<file path="src/rtl/uart_rx_fifo.sv">
//------------------------------------------------------------------------------
// uart_rx_fifo
//
// UART receiver (8N1, LSB first) with an integrated receive FIFO. Serial
// frames arriving on RXD are deserialised and good bytes are pushed into the
// FIFO. Software pops bytes one at a time through fifo_read_req. The status
// flags feed the RX status register and the interrupt source register.
//
// Ports:
//   clk                  clock
//   reset_n              asynchronous active-low reset
//   sync_reset           synchronous reset, same effect as reset_n
//   baud_rate_period_m1  clk cycles per bit minus 1 (static during a frame)
//   RXD                  asynchronous serial input, idle high
//   fifo_read_req        single-cycle pop request
//   enable_out           one-cycle pulse: data_out was updated by a pop
//   data_out             last popped byte
//   fifo_full            FIFO holds 2^FIFO_DEPTH_BITS entries
//   fifo_not_empty       FIFO holds at least one entry
//   framing_error        one-cycle pulse: stop bit sampled low
//   overrun              sticky: a byte was dropped because the FIFO was full
//------------------------------------------------------------------------------
module uart_rx_fifo #(
   parameter int STABLE_TIME      = 15,
   parameter int BAUD_PERIOD_BITS = 16,
   parameter int DATA_BITS        = 8,
   parameter int FIFO_DEPTH_BITS  = 3
) (
   input  logic                        clk,
   input  logic                        reset_n,
   input  logic                        sync_reset,
   input  logic [BAUD_PERIOD_BITS-1:0] baud_rate_period_m1,
   input  logic                        RXD,
   input  logic                        fifo_read_req,
   output logic                        enable_out,
   output logic [DATA_BITS-1:0]        data_out,
   output logic                        fifo_full,
   output logic                        fifo_not_empty,
   output logic                        framing_error,
   output logic                        overrun
);

   localparam int DEPTH    = 1 << FIFO_DEPTH_BITS;
   localparam int STABLE_W = $clog2(STABLE_TIME + 1);
   localparam int IDX_W    = $clog2(DATA_BITS + 1);
   localparam int CNT_W    = FIFO_DEPTH_BITS + 1;

   typedef enum logic [2:0] {
      WAIT_STABLE,
      IDLE,
      START,
      DATA,
      STOP
   } state_t;

   //---------------------------------------------------------------------------
   // Input synchroniser. Both flops reset to 1 so the line looks idle.
   //---------------------------------------------------------------------------
   logic rxd_meta;
   logic rxd_s;

   // NOTE: sequential state is always written with non-blocking assignments so
   // every flop samples the pre-edge value of every other flop.
   always_ff @(posedge clk or negedge reset_n) begin
      if (!reset_n) begin
         rxd_meta <= 1'b1;
         rxd_s    <= 1'b1;
      end else if (sync_reset) begin
         rxd_meta <= 1'b1;
         rxd_s    <= 1'b1;
      end else begin
         rxd_meta <= RXD;
         rxd_s    <= rxd_meta;
      end
   end

   //---------------------------------------------------------------------------
   // Bit timing. The timer is loaded with (period - 1) and expires when it
   // reads zero, so a load of H-1 expires H cycles after the load edge.
   // The period is computed one bit wider so m1 = all-ones cannot wrap.
   //---------------------------------------------------------------------------
   logic [BAUD_PERIOD_BITS:0]   period;
   logic [BAUD_PERIOD_BITS-1:0] half;
   logic [BAUD_PERIOD_BITS-1:0] half_m1;

   assign period  = {1'b0, baud_rate_period_m1} + 1'b1;
   assign half    = BAUD_PERIOD_BITS'(period >> 1);
   assign half_m1 = (half == '0) ? '0 : half - 1'b1;

   //---------------------------------------------------------------------------
   // Receive FSM
   //---------------------------------------------------------------------------
   state_t                      state;
   logic [STABLE_W-1:0]         stable_cnt;
   logic [BAUD_PERIOD_BITS-1:0] timer;
   logic [IDX_W-1:0]            bit_idx;
   logic [DATA_BITS-1:0]        shift_reg;
   logic                        push_req;
   logic                        timer_done;

   assign timer_done = (timer == '0);

   always_ff @(posedge clk or negedge reset_n) begin
      if (!reset_n) begin
         state         <= WAIT_STABLE;
         stable_cnt    <= '0;
         timer         <= '0;
         bit_idx       <= '0;
         shift_reg     <= '0;
         push_req      <= 1'b0;
         framing_error <= 1'b0;
      end else if (sync_reset) begin
         state         <= WAIT_STABLE;
         stable_cnt    <= '0;
         timer         <= '0;
         bit_idx       <= '0;
         shift_reg     <= '0;
         push_req      <= 1'b0;
         framing_error <= 1'b0;
      end else begin
         // Single-cycle strobes; only the stop-bit sample raises them.
         push_req      <= 1'b0;
         framing_error <= 1'b0;

         case (state)
            WAIT_STABLE: begin
               if (!rxd_s) begin
                  stable_cnt <= '0;
               end else if (stable_cnt == STABLE_W'(STABLE_TIME - 1)) begin
                  stable_cnt <= '0;
                  state      <= IDLE;
               end else begin
                  stable_cnt <= stable_cnt + 1'b1;
               end
            end

            IDLE: begin
               if (!rxd_s) begin
                  timer <= half_m1;
                  state <= START;
               end
            end

            START: begin
               if (timer_done) begin
                  if (rxd_s) begin
                     // Line back high at mid start bit: a glitch, not a frame.
                     state <= IDLE;
                  end else begin
                     timer   <= baud_rate_period_m1;
                     bit_idx <= '0;
                     state   <= DATA;
                  end
               end else begin
                  timer <= timer - 1'b1;
               end
            end

            DATA: begin
               if (timer_done) begin
                  // LSB arrives first, so each new bit enters at the MSB and
                  // the first bit ends up in bit 0 after DATA_BITS shifts.
                  shift_reg <= {rxd_s, shift_reg[DATA_BITS-1:1]};
                  timer     <= baud_rate_period_m1;
                  if (bit_idx == IDX_W'(DATA_BITS - 1)) begin
                     state <= STOP;
                  end else begin
                     bit_idx <= bit_idx + 1'b1;
                  end
               end else begin
                  timer <= timer - 1'b1;
               end
            end

            STOP: begin
               if (timer_done) begin
                  if (rxd_s) begin
                     push_req <= 1'b1;
                     state    <= IDLE;
                  end else begin
                     framing_error <= 1'b1;
                     stable_cnt    <= '0;
                     state         <= WAIT_STABLE;
                  end
               end else begin
                  timer <= timer - 1'b1;
               end
            end

            default: begin
               state <= WAIT_STABLE;
            end
         endcase
      end
   end

   //---------------------------------------------------------------------------
   // Receive FIFO. Occupancy is tracked by a counter one bit wider than the
   // pointers so that full and empty are distinguishable. Flags are registered
   // from the next-state occupancy, so they change on the same edge as it.
   //---------------------------------------------------------------------------
   logic [DATA_BITS-1:0]       mem [DEPTH];
   logic [FIFO_DEPTH_BITS-1:0] wr_ptr;
   logic [FIFO_DEPTH_BITS-1:0] rd_ptr;
   logic [CNT_W-1:0]           count;
   logic [CNT_W-1:0]           count_next;
   logic                       pop;
   logic                       push;

   // A pop on an empty FIFO is ignored; a pop on a full FIFO frees the slot
   // that a simultaneous push then takes.
   assign pop  = fifo_read_req && fifo_not_empty;
   assign push = push_req && (!fifo_full || pop);

   // NOTE: every signal assigned in always_comb gets a default first, so no
   // path leaves it unassigned and no latch is inferred.
   always_comb begin
      count_next = count;
      if (push && !pop) begin
         count_next = count + 1'b1;
      end else if (pop && !push) begin
         count_next = count - 1'b1;
      end
   end

   // NOTE: the storage array has no reset; occupancy and pointers alone define
   // which entries are valid, so stale contents are never observable.
   always_ff @(posedge clk) begin
      if (push) begin
         mem[wr_ptr] <= shift_reg;
      end
   end

   always_ff @(posedge clk or negedge reset_n) begin
      if (!reset_n) begin
         wr_ptr         <= '0;
         rd_ptr         <= '0;
         count          <= '0;
         fifo_full      <= 1'b0;
         fifo_not_empty <= 1'b0;
         overrun        <= 1'b0;
         enable_out     <= 1'b0;
         data_out       <= '0;
      end else if (sync_reset) begin
         wr_ptr         <= '0;
         rd_ptr         <= '0;
         count          <= '0;
         fifo_full      <= 1'b0;
         fifo_not_empty <= 1'b0;
         overrun        <= 1'b0;
         enable_out     <= 1'b0;
         data_out       <= '0;
      end else begin
         count          <= count_next;
         fifo_full      <= (count_next == CNT_W'(DEPTH));
         fifo_not_empty <= (count_next != '0);
         enable_out     <= pop;

         if (push) begin
            wr_ptr <= wr_ptr + FIFO_DEPTH_BITS'(1);
         end

         if (pop) begin
            data_out <= mem[rd_ptr];
            rd_ptr   <= rd_ptr + FIFO_DEPTH_BITS'(1);
         end

         if (push_req && !push) begin
            overrun <= 1'b1;
         end
      end
   end

endmodule
</file>
<file path="config.mk">
export PLATFORM = sky130hd
export DESIGN_NAME = uart_rx_fifo
export DESIGN_NICKNAME = d
export VERILOG_FILES = /design/src/rtl/uart_rx_fifo.sv
export SDC_FILE = /design/constraint.sdc
export NUM_CORES = 1
export LEC_CHECK = 0
export CORE_ASPECT_RATIO = 1.2
export CORE_MARGIN = 2
export CORE_UTILIZATION = 27
export CTS_CLUSTER_DIAMETER = 40
export DETAILED_ROUTE_END_ITERATION = 10
export MAX_ROUTING_LAYER = met4
export SYNTH_ARGS = -nofsm -noshare
export SYNTH_HDL_FRONTEND = slang
export SYNTH_SLANG_ARGS = --single-unit
</file>
<file path="constraint.sdc">
create_clock -name clk -period 3.5 [get_ports clk]
set_clock_uncertainty 0.1 [all_clocks]
set_input_delay 0.525 -clock clk [delete_from_list [all_inputs] [get_ports clk]]
set_output_delay 0.525 -clock clk [all_outputs]
set_load 0.02 [all_outputs]
</file>
==> summary.md, run 1 <==
| Metric | Value |
|---|---|
| IR Drop Worst-Case VDD | 0.359 mV |
| Reg2reg path depth | 7 |
| Clk pin slew, worst setup/hold paths | ~0.06 ns |
| Layout cells sized above 1 | 14.0% |
| Hold Crit Class | in2async |
| Largest net degree at the start of global routing | 45 |
| Routed len/inst | 14.4 um |
| Crit Path Max Fanout | 10 |
| Ports | 34 |
| Pleak | 0.00293 uW |
| Hold Vio Cnt, Final | 0 |
| Netlist cell types | 71 |
| Die area | between 20000 and 30000 um^2 |
| Largest area contributor in the netlist | edfxtp_1 |
| Vias | between 4000 and 5000 |
| Ranking of synthesized cells by area | edfxtp_1 28%, dfrtp_1 22%, mux4_2 5.3% |
| Crit path kind | in2reg |
| Synthesized flop and latch total | 125 |
| Hold_buf cts | 0 |
| Initial Util | between 20% and 30% |
| Root buffer cell | clkbuf_16 |
| Mapped Cells | ~630 |
| RSZ-0062 raised after global routing | false |
| Final instance count without filler cells | 1012 |
| DP HPWL | 10.5 mm |
| Drt pass-1 iters | 4 |
| Worst endpoint data arrival time | 3.00 ns |
| GP Congestion | roughly 0.87 |
| Minimum clock period | between 2 and 3 ns |
| H-tree Lvls | 4 |
| Largest registers | mem: 64 flops, timer: 16 flops |
| Global-route wire length before repair | 25.0 mm |
| Setup bufs post-CTS | 0 |
| Total global routing overflow | 0 |
| Site Rows | 63 |
| Worst-Margin Slew | slightly above 1 ns |
| DRT Wirelength | between 10 and 15 mm |
| RR Startpoint | state[0] |
| Post-synthesis sequential area ratio | around half |
| Diode count | 0 |
| Skew-Pair Late Insertion Delay | around 0.42 ns |
| TritonCTS Buffers | 17 |
| Clock sinks | 125 |
| Dominant synthesized flop cell | edfxtp_1 |
| EDFF count, synth | 64 |
| Final setup violation count | 0 |
| Worst EP required | 3.71 ns |
| Reg2reg setup slack | about 0.72 ns |
| CTS tree | done |
| Ys async rst share | 48.8% |
| Synth warnings | 0 |
| Nets | 707 |
| Core footprint | 24700 um^2 |
| Cell Area, Synth | 6780 um^2 |
| Max_cap viols | 0 |
| CP Capture Type | flop |
| CTS resizes | 0 |
| Number of global-route vias before repair | a little under 5000 |
| P&R area growth vs syn | 20.3% |
| Port-buffer cells | 33 |
| Share of the synthesized area in the top cell type | between 20% and 30% |
| Initial antenna violation count | 0 |
| Placed insts | 980 |
| Height of the die | about 180 um |
| Most common cell in the netlist | edfxtp_1 |
| Status | finished, final reports clean |
| Die extent in x | 149 um |
| Pwr dens | 627 nW/um^2 |
| Drt initial violations | about 270 |
| Number of remaining DRC errors | 0 |
| Period utilization | 79.9% |
| Total track usage | 12.2% |
| Routed vias/inst | 4.85 |
| Fill cells | 2497 |
| FMAX | 358 MHz |
| Worst reg2reg endpoint | state[1] |
| Clock Path Buffers | 2 |
| Setup TNS | 0 ns |
| Top reg by flops | mem |
| Final max-slew violation count | 0 |
| Largest register FFs | 64 |
| Post-synth net total | 662 |
| Synth cell count leaders | 64 x edfxtp_1, 62 x nand2_1, 59 x dfrtp_1 |
| Worst setup SP type | input port |
| Mean Syn Cell Area | between 10 and 15 um^2 |
| Max transition margin | between 30% and 40% |
| Antenna Nets Post-Route | 0 |
cell usage in the layout (no fill, tap or decap), types with 7 or more instances in the layout:
cell             count
clkbuf_16           17
xnor2_1             28
a31oi_1             13
dfrtp_1             59
o21ai_0             30
nand2b_1             7
nor4_1              10
edfxtp_1            64
clkdlybuf4s50_1     31
ha_1                12
nor2_1              58
mux2i_1             12
mux4_2              16
a21oi_1             27
nand2_1             62
nor3_1              22
inv_1               13
xor2_1              11
buf_4               29
nand3_1             29
a211oi_1            11
layer usage:
| layer | up-vias | GRT usage, % | routed length, um |
|---|---|---|---|
| li1 | 2447 | - | - |
| met1 | 2365 | 14.7 | 6520 |
| met2 | 79 | 20.7 | 7410 |
| met3 | 18 | 2.39 | 456 |
| met4 | 0 | 3.97 | 195 |
| met5 | - | - | 0 |
critical path, stage by stage:
cell	delay, ns
clkdlybuf4s50_1	0.67
nand4_1	0.32
nor3_2	0.32
a31oi_1	0.19
nor3_1	0.46
nand2_1	0.13
xor2_1	0.16
a31o_1	0.22
layout make-up:
type / count / area [um^2] / area share (%)
Sequential cell: 125 / 3450 / 42.3
Multi-Input combinational cell: 455 / 3120 / 38.2
Timing Repair Buffer: 62 / 538 / 6.60
Clock buffer: 20 / 447 / 5.48
Tap cell: 325 / 407 / 4.99
Clock inverter: 12 / 146 / 1.80
Inverter: 13 / 48.8 / 0.598
power by group:
group          internal (uW)  leakage (uW)  switching (uW)
clock                   1130      0.000286             619
combinational            645       0.00123             820
sequential              1680       0.00141             217
total                   3460       0.00293            1660
stage by stage:
stage / area [um^2] / hold slack, ns / power (uW) / util, % / setup slack [ns]
6_report: 8160 / 0.173 / 5110 / 33.1 / 0.704
5_1_grt: 8160 / 0.283 / 5440 / 33.1 / 0.274
4_1_cts: 8160 / 0.230 / 5170 / 33.1 / 0.727
3_5_place_dp: 7560 / 0.410 / 3390 / 30.7 / 0.286
3_3_place_gp: 7560 / 0.379 / 3380 / 30.7 / 0.311
2_1_floorplan: 6780 / 0.129 / 2980 / - / 1.05
logic make-up after synthesis:
logic type | synth area share, %
multiplexers | 7.25
XOR/XNOR | 5.04
adder cells (fa/ha/maj) | 2.21
flip-flops | 50.9
buffers and inverters | 3.12
AND/OR/NAND/NOR | 17.9
AO/OA/AOI/OAI | 13.6
worst max-delay path by stage:
stage	slack, ns	cells after the start	start	to
final	0.70	8	baud_rate_period_m1[2]	timer[12]
after global routing	0.27	7	state[0]	state[1]
after CTS	0.73	8	baud_rate_period_m1[2]	timer[15]
after detailed placement	0.29	8	baud_rate_period_m1[2]	timer[12]
after global placement	0.31	8	baud_rate_period_m1[2]	timer[12]
after floorplan	1.05	8	baud_rate_period_m1[0]	timer[12]
Note: power is estimated with default switching activity, not from simulation.
==> run 2, diff against run 1 <==
==> constraint.sdc (replaced) <==
create_clock -name clk -period 2.3 [get_ports clk]
set_clock_uncertainty 0.1 [all_clocks]
set_input_delay 0.345 -clock clk [delete_from_list [all_inputs] [get_ports clk]]
set_output_delay 0.345 -clock clk [all_outputs]
set_load 0.02 [all_outputs]
==> summary.md, run 2 (synthesized netlist as in run 1, its figures left out) <==
| Metric | Value |
|---|---|
| Status | finished, final reports clean (unchanged) |
| Root buffer cell | clkbuf_16 (unchanged) |
| Antenna Nets Post-Route | 0 (unchanged) |
| Top reg by flops | mem (unchanged) |
| Clock Path Buffers | 2 (unchanged) |
| P&R area growth vs syn | 37.1% (was 20.3%) |
| NetSw | 2870 uW (was 1660 uW) |
| H-tree Lvls | 4 (unchanged) |
| Crit Path Max Fanout | 8 (was 10) |
| CTS tree | done (unchanged) |
| Largest registers | mem: 64 flops, timer: 16 flops (unchanged) |
| Ports | 34 (unchanged) |
| Number of global-route vias before repair | 5387 (was 4902) |
| Minimum clock period | 2.27 ns |
| Sw Ratio | 33.2% (was 32.4%) |
| Pwr dens | 931 nW/um^2 (was 627 nW/um^2) |
| Commonest non-fill, non-tap cell in the layout | buf_4 (was edfxtp_1) |
| TritonCTS Buffers | 17 (unchanged) |
| Reg2reg setup slack | 0.03 ns (was 0.72 ns) |
| RSZ-0062 raised after global routing | true (was false) |
| Max transition margin | 47.5% (was 31.1%) |
| Initial Util | 27.5% (unchanged) |
| CP Capture Type | flop (unchanged) |
| Total track usage | 12.9% (was 12.2%) |
| Drt initial violations | 287 (was 265) |
| Setup TNS | 0 ns (unchanged) |
| Hold Vio Cnt, Final | 0 (unchanged) |
| Final core area utilization | 37.7% (was 33.1%) |
| Vias | 5345 (was 4909) |
| Largest net degree at the start of global routing | 62 (was 45) |
| Crit path kind | reg2reg (was in2reg) |
| Layout cells sized above 1 | 30.1% (was 14.0%) |
| Most frequent cells in the layout | 131 x buf_4, 64 x edfxtp_1, 61 x nand2_1, 59 x dfrtp_1, 55 x nor2_1 (was 64 x edfxtp_1, 62 x nand2_1, 59 x dfrtp_1, 58 x nor2_1, 31 x clkdlybuf4s50_1) |
| Clock sinks | 125 (unchanged) |
| Core footprint | 24700 um^2 (unchanged) |
| Period utilization | about 100% |
| IR Drop Worst-Case VDD | 0.568 mV (was 0.359 mV) |
| Power share of the clock group | 31.9% (was 34.2%) |
| Worst EP required | 2.49 ns (was 3.71 ns) |
| Die area | 26400 um^2 (unchanged) |
| Port-buffer cells | 33 (unchanged) |
| M1 GR Usage | 14.4% (was 14.7%) |
| Global-route wire length before repair | 26.3 mm (was 25.0 mm) |
| Clk pin slew, worst setup/hold paths | 0.06 ns (about the same) |
| Site Rows | 63 (unchanged) |
| Pleak | 0.00358 uW (was 0.00293 uW) |
| Die extent in x | 149 um (unchanged) |
| Placed insts | 1073 (was 980) |
| Routed vias/inst | 4.76 (was 4.85) |
| Largest register FFs | 64 (unchanged) |
| FMAX | 441 MHz |
| Diode count | 0 (unchanged) |
| Max_cap viols | 0 (unchanged) |
| Hold slack | 0.325 ns (was 0.173 ns) |
| Top Usage Layer GRT | met2 (unchanged) |
| Number of remaining DRC errors | 0 (unchanged) |
| Combinational power share | 35.8% (was 28.6%) |
| Fill cells | 2394 (was 2497) |
| Sequential share of power | 32.3% (was 37.2%) |
| Routed len/inst | 14.3 um (was 14.4 um) |
| Hold Crit Class | in2reg (was in2async) |
| Met2 Use GR | 23.0% (was 20.7%) |
| Nets | 818 (was 707) |
| GP Congestion | 0.853 (was 0.865) |
| Worst endpoint data arrival time | 2.46 ns (was 3.00 ns) |
| Worst-Margin Slew | 0.781 ns (was 1.03 ns) |
| Final instance count without filler cells | 1123 (was 1012) |
| Height of the die | 178 um (unchanged) |
| Pwr Total | 8650 uW (was 5110 uW) |
| Drt pass-1 iters | 4 (unchanged) |
| DRT Wirelength | 16.0 mm (was 14.6 mm) |
| Worst setup SP type | flop (was input port) |
| Final max-slew violation count | 0 (unchanged) |
| Int Power | 5780 uW (was 3460 uW) |
| Skew-Pair Late Insertion Delay | 0.41 ns (was 0.42 ns) |
| Initial antenna violation count | 0 (unchanged) |
| Met3 GRT Util | 2.39% (unchanged) |
| Total global routing overflow | 0 (unchanged) |
| Final setup violation count | 0 (unchanged) |
| DP HPWL | 11.5 mm (was 10.5 mm) |
==> run 2: changes by cell type in the layout (fill, tap and decap cells not counted), sizes merged <==
cell           delta
clkdlybuf4s50     -9
clkinvlp          -1
dlygate4sd3       +1
clkinv            -1
inv               +5
clkbuf            -3
clkdlybuf4s15     +1
buf             +110
dlymetal6s2s      +3
dlygate4sd2       +5
==> run 2: cell type report <==
type | count | area, um^2 | share of cell area, %
multi-input combinational | 455 | 3350 | 36.1
sequential | 125 | 3450 | 37.1
tap | 325 | 407 | 4.38
timing repair buffer | 173 | 1420 | 15.3
clock buffer | 17 | 425 | 4.58
inverter | 13 | 48.8 | 0.525
clock inverter | 15 | 185 | 1.99
==> run 2: path summary, 6_finish.rpt <==
check | start | endpoint | cells after the start
worst max register to register | timer[7] | timer[11] | 7
worst min register to register | bit_idx[2] | bit_idx[2] | 1
worst min-delay path | sync_reset | shift_reg[0] | 3
max in group asynchronous | reset_n | rxd_meta | 3
min in group asynchronous | reset_n | data_out[0] | 3
worst max-delay path | timer[7] | timer[11] | 7
==> run 2: stage by stage <==
step	setup slack (ns)	instance area, um^2
6_report	0.0330	9290
5_1_grt	-0.0953	9290
4_1_cts	0.00146	9070
3_5_place_dp	-0.653	8270
3_3_place_gp	-0.626	8270
2_1_floorplan	-0.0123	6780
==> run 2: routing by layer <==
layer,vias to the layer above,wire [um]
li1,2678,-
met4,0,184
met2,78,8590
met3,12,355
met1,2577,6870
met5,-,0
==> run 2: critical path, cell delays in order, from the launching register on <==
cell	delay [ns]
dfrtp_1	0.41
nor4_4	0.38
nand3b_1	0.15
or3_4	0.40
buf_6	0.15
a221o_1	0.31
a22oi_1	0.15
o21ai_1	0.09
==> run 2: repair_timing <==
action	4_1_cts	5_1_grt
gates resized for setup	30	35
setup endpoints to repair	16	26
setup buffers	11	6
hold endpoints to repair	59	0
hold buffers	1	0
gates cloned	0	0
pin swaps	16	12
==> run 2: power groups by stage <==
stage               Combinational, uW  Clock (uW)  Sequential [uW]
floorplan                        1670           0             2860
global placement                 2830           0             2820
detailed placement               2840           0             2820
CTS                              2920        2810             2780
global route                     3410        2900             2830
finish                           3100        2760             2800
==> run 3, diff against run 2 <==
--- a/config.mk
+++ b/config.mk
@@ -6,8 +6,7 @@
 export NUM_CORES = 1
 export LEC_CHECK = 0
 export CORE_ASPECT_RATIO = 1.2
-export CORE_MARGIN = 2
-export CORE_UTILIZATION = 27
+export CORE_UTILIZATION = 45
 export CTS_CLUSTER_DIAMETER = 40
 export DETAILED_ROUTE_END_ITERATION = 10
 export MAX_ROUTING_LAYER = met4
==> summary.md, run 3 (synthesized netlist as in run 1, its figures left out) <==
| Metric | Value |
|---|---|
| RSZ-0062 raised after global routing | true (unchanged) |
| IR Drop Worst-Case VDD | 0.531 mV (was 0.568 mV) |
| Crit path kind | reg2reg (unchanged) |
| Period utilization | 99.1% (was 98.6%) |
| Worst reg2reg endpoint | timer[12] (was timer[11]) |
| Routed len/inst | 17.0 um (was 14.3 um) |
| Die area | 15600 um^2 (was 26400 um^2) |
| Crit path max-delay family | simple AND/OR/NAND/NOR gates (unchanged) |
| Max transition margin | 53.0% (was 47.5%) |
| Ports | 34 (unchanged) |
| Number of remaining DRC errors | 0 (unchanged) |
| Clock sinks | 125 (unchanged) |
| Worst EP required | 2.49 ns (about the same) |
| CTS tree | done (unchanged) |
| Minimum clock period | 2.28 ns (was 2.27 ns) |
| Site Rows | 48 (was 63) |
| Layout cells sized above 1 | 28.4% (was 30.1%) |
| DP HPWL | 12.6 mm (was 11.5 mm) |
| P&R area growth vs syn | 32.1% (was 37.1%) |
| Critical path cell sequence | nor4_4 > buf_4 > nand3_2 > or3_4 > xnor2_1 > a221oi_2 > o31ai_1 > a31o_1 (was nor4_4 > nand3b_1 > or3_4 > buf_6 > a221o_1 > a22oi_1 > o21ai_1) |
| CP Capture Type | flop (unchanged) |
| Worst path bufs/invs | 1 (unchanged) |
| Pleak | 0.00348 uW (was 0.00358 uW) |
| Most frequent cells in the layout | 119 x buf_4, 64 x edfxtp_1, 61 x nand2_1, 58 x dfrtp_1, 56 x nor2_1 (was 131 x buf_4, 64 x edfxtp_1, 61 x nand2_1, 59 x dfrtp_1, 55 x nor2_1) |
| Pwr dens | 944 nW/um^2 (was 931 nW/um^2) |
| Global-route wire length before repair | 27.3 mm (was 26.3 mm) |
| TritonCTS Buffers | 17 (unchanged) |
| Diode count | 0 (unchanged) |
| Total track usage | 23.5% (was 12.9%) |
| FMAX | 439 MHz (was 441 MHz) |
| Hold Vio Cnt, Final | 0 (unchanged) |
| Pwr Total | 8460 uW (was 8650 uW) |
| Worst setup SP type | flop (unchanged) |
| Worst endpoint data arrival time | 2.47 ns (was 2.46 ns) |
| Height of the die | 136 um (was 178 um) |
| Root buffer cell | clkbuf_16 (unchanged) |
| H-tree Lvls | 4 (unchanged) |
| Critical path's largest stage delay | 0.40 ns (was 0.41 ns) |
| Port-buffer cells | 33 (unchanged) |
| Drt pass-1 iters | 7 (was 4) |
| Largest registers | mem: 64 flops, timer: 16 flops (unchanged) |
| Skew-Pair Late Insertion Delay | 0.40 ns (was 0.41 ns) |
| Number of global-route vias before repair | 5614 (was 5387) |
| GP Congestion | 0.895 (was 0.853) |
| Initial Util | 46.7% (was 27.5%) |
| Status | finished, final reports clean (unchanged) |
| Top reg by flops | mem (unchanged) |
| Reg2reg path depth | 8 (was 7) |
| DRT Wirelength | 16.8 mm (was 16.0 mm) |
| Vias | 5453 (was 5345) |
| Commonest non-fill, non-tap cell in the layout | buf_4 (unchanged) |
| Clock Path Buffers | 2 (unchanged) |
| Largest register FFs | 64 (unchanged) |
| Worst-Margin Slew | 0.700 ns (was 0.781 ns) |
| Drt initial violations | 444 (was 287) |
| Nets | 806 (was 818) |
| Final setup violation count | 0 (unchanged) |
| Total global routing overflow | 0 (unchanged) |
| Slowest CP cell | dfrtp_1 (unchanged) |
| Antenna Nets Post-Route | 0 (unchanged) |
| Post-DP Area | 8100 um^2 (was 8270 um^2) |
| Reg2reg setup slack | 0.02 ns (was 0.03 ns) |
| Core footprint | 14500 um^2 (was 24700 um^2) |
| Design area | 8950 um^2 (was 9290 um^2) |
| Largest net degree at the start of global routing | 29 (was 62) |
| Die extent in x | 114 um (was 149 um) |
| Hold Crit Class | in2async (was in2reg) |
| Clk pin slew, worst setup/hold paths | 0.06 ns (about the same) |
| Final max-slew violation count | 0 (unchanged) |
| Fill cells | 1245 (was 2394) |
| Initial antenna violation count | 0 (unchanged) |
| Routed vias/inst | 5.53 (was 4.76) |
| Max_cap viols | 0 (unchanged) |
| RR Startpoint | timer[3] (was timer[7]) |
| Crit Path Max Fanout | 4 (was 8) |
[run 3: cell count changes in the layout (fill, tap and decap cells not counted), sizes merged]
cell           previous run  this run
buf                     141       128
bufinv                    3         1
clkinv                    5         7
dlygate4sd2               5         7
clkdlybuf4s15             1         0
clkdlybuf4s50            22        23
dlymetal6s2s              3         2
[run 3: metrics by stage]
stage               hold WS [ns]  setup TNS (ns)  instances  worst slack, ns  util (%)
detailed placement         0.235           -9.59        945           -0.680      55.7
CTS                        0.339               0        980          0.00678      60.8
global placement           0.249           -8.89        945           -0.609      55.7
global route               0.360          -0.219        986          -0.0417      61.6
floorplan                -0.0506         -0.0123        629          -0.0123         -
finish                     0.331               0        986           0.0201      61.6
[run 3: layout make-up]
class	instances	area, um^2	share of cell area, %
sequential	125	3450	38.5
multi-input combinational	455	3300	36.9
timing repair buffer	161	1320	14.7
clock buffer	17	425	4.75
tap	200	250	2.79
clock inverter	15	158	1.76
inverter	13	48.8	0.545
[run 3: repair_timing]
item                                    CTS  global route
endpoints found under the setup margin   19            24
hold buffers                              1             0
resized for setup                        34            23
gates cloned                              0             1
endpoints found under the hold margin    16             0
pin swaps                                10             7
buffers inserted                          3             5
[run 3: how the worst max path moves through the flow]
stage,from,end,slack (ns),depth (start not counted)
after floorplan,timer[3],timer[12],-0.01,7
after global placement,baud_rate_period_m1[0],timer[1],-0.61,11
after detailed placement,baud_rate_period_m1[0],timer[2],-0.68,11
after CTS,baud_rate_period_m1[8],timer[4],0.007,9
after global routing,timer[3],timer[12],-0.04,8
final,timer[3],timer[12],0.02,8
[run 3: where the power goes]
part | leakage [uW] | switching, uW | internal, uW
logic | 0.00179 | 1610 | 1480
registers | 0.00141 | 238 | 2560
clock network | 0.000280 | 1050 | 1520
[run 3: metal layers]
layer / GRT usage [%] / share of wire [%] / vias up
met3: 3.21 / 2.6 / 26
met4: 9.81 / 2.3 / 0
li1: - / - / 2650
met5: - / 0 / -
met1: 24.2 / 39 / 2654
met2: 44.5 / 56 / 123
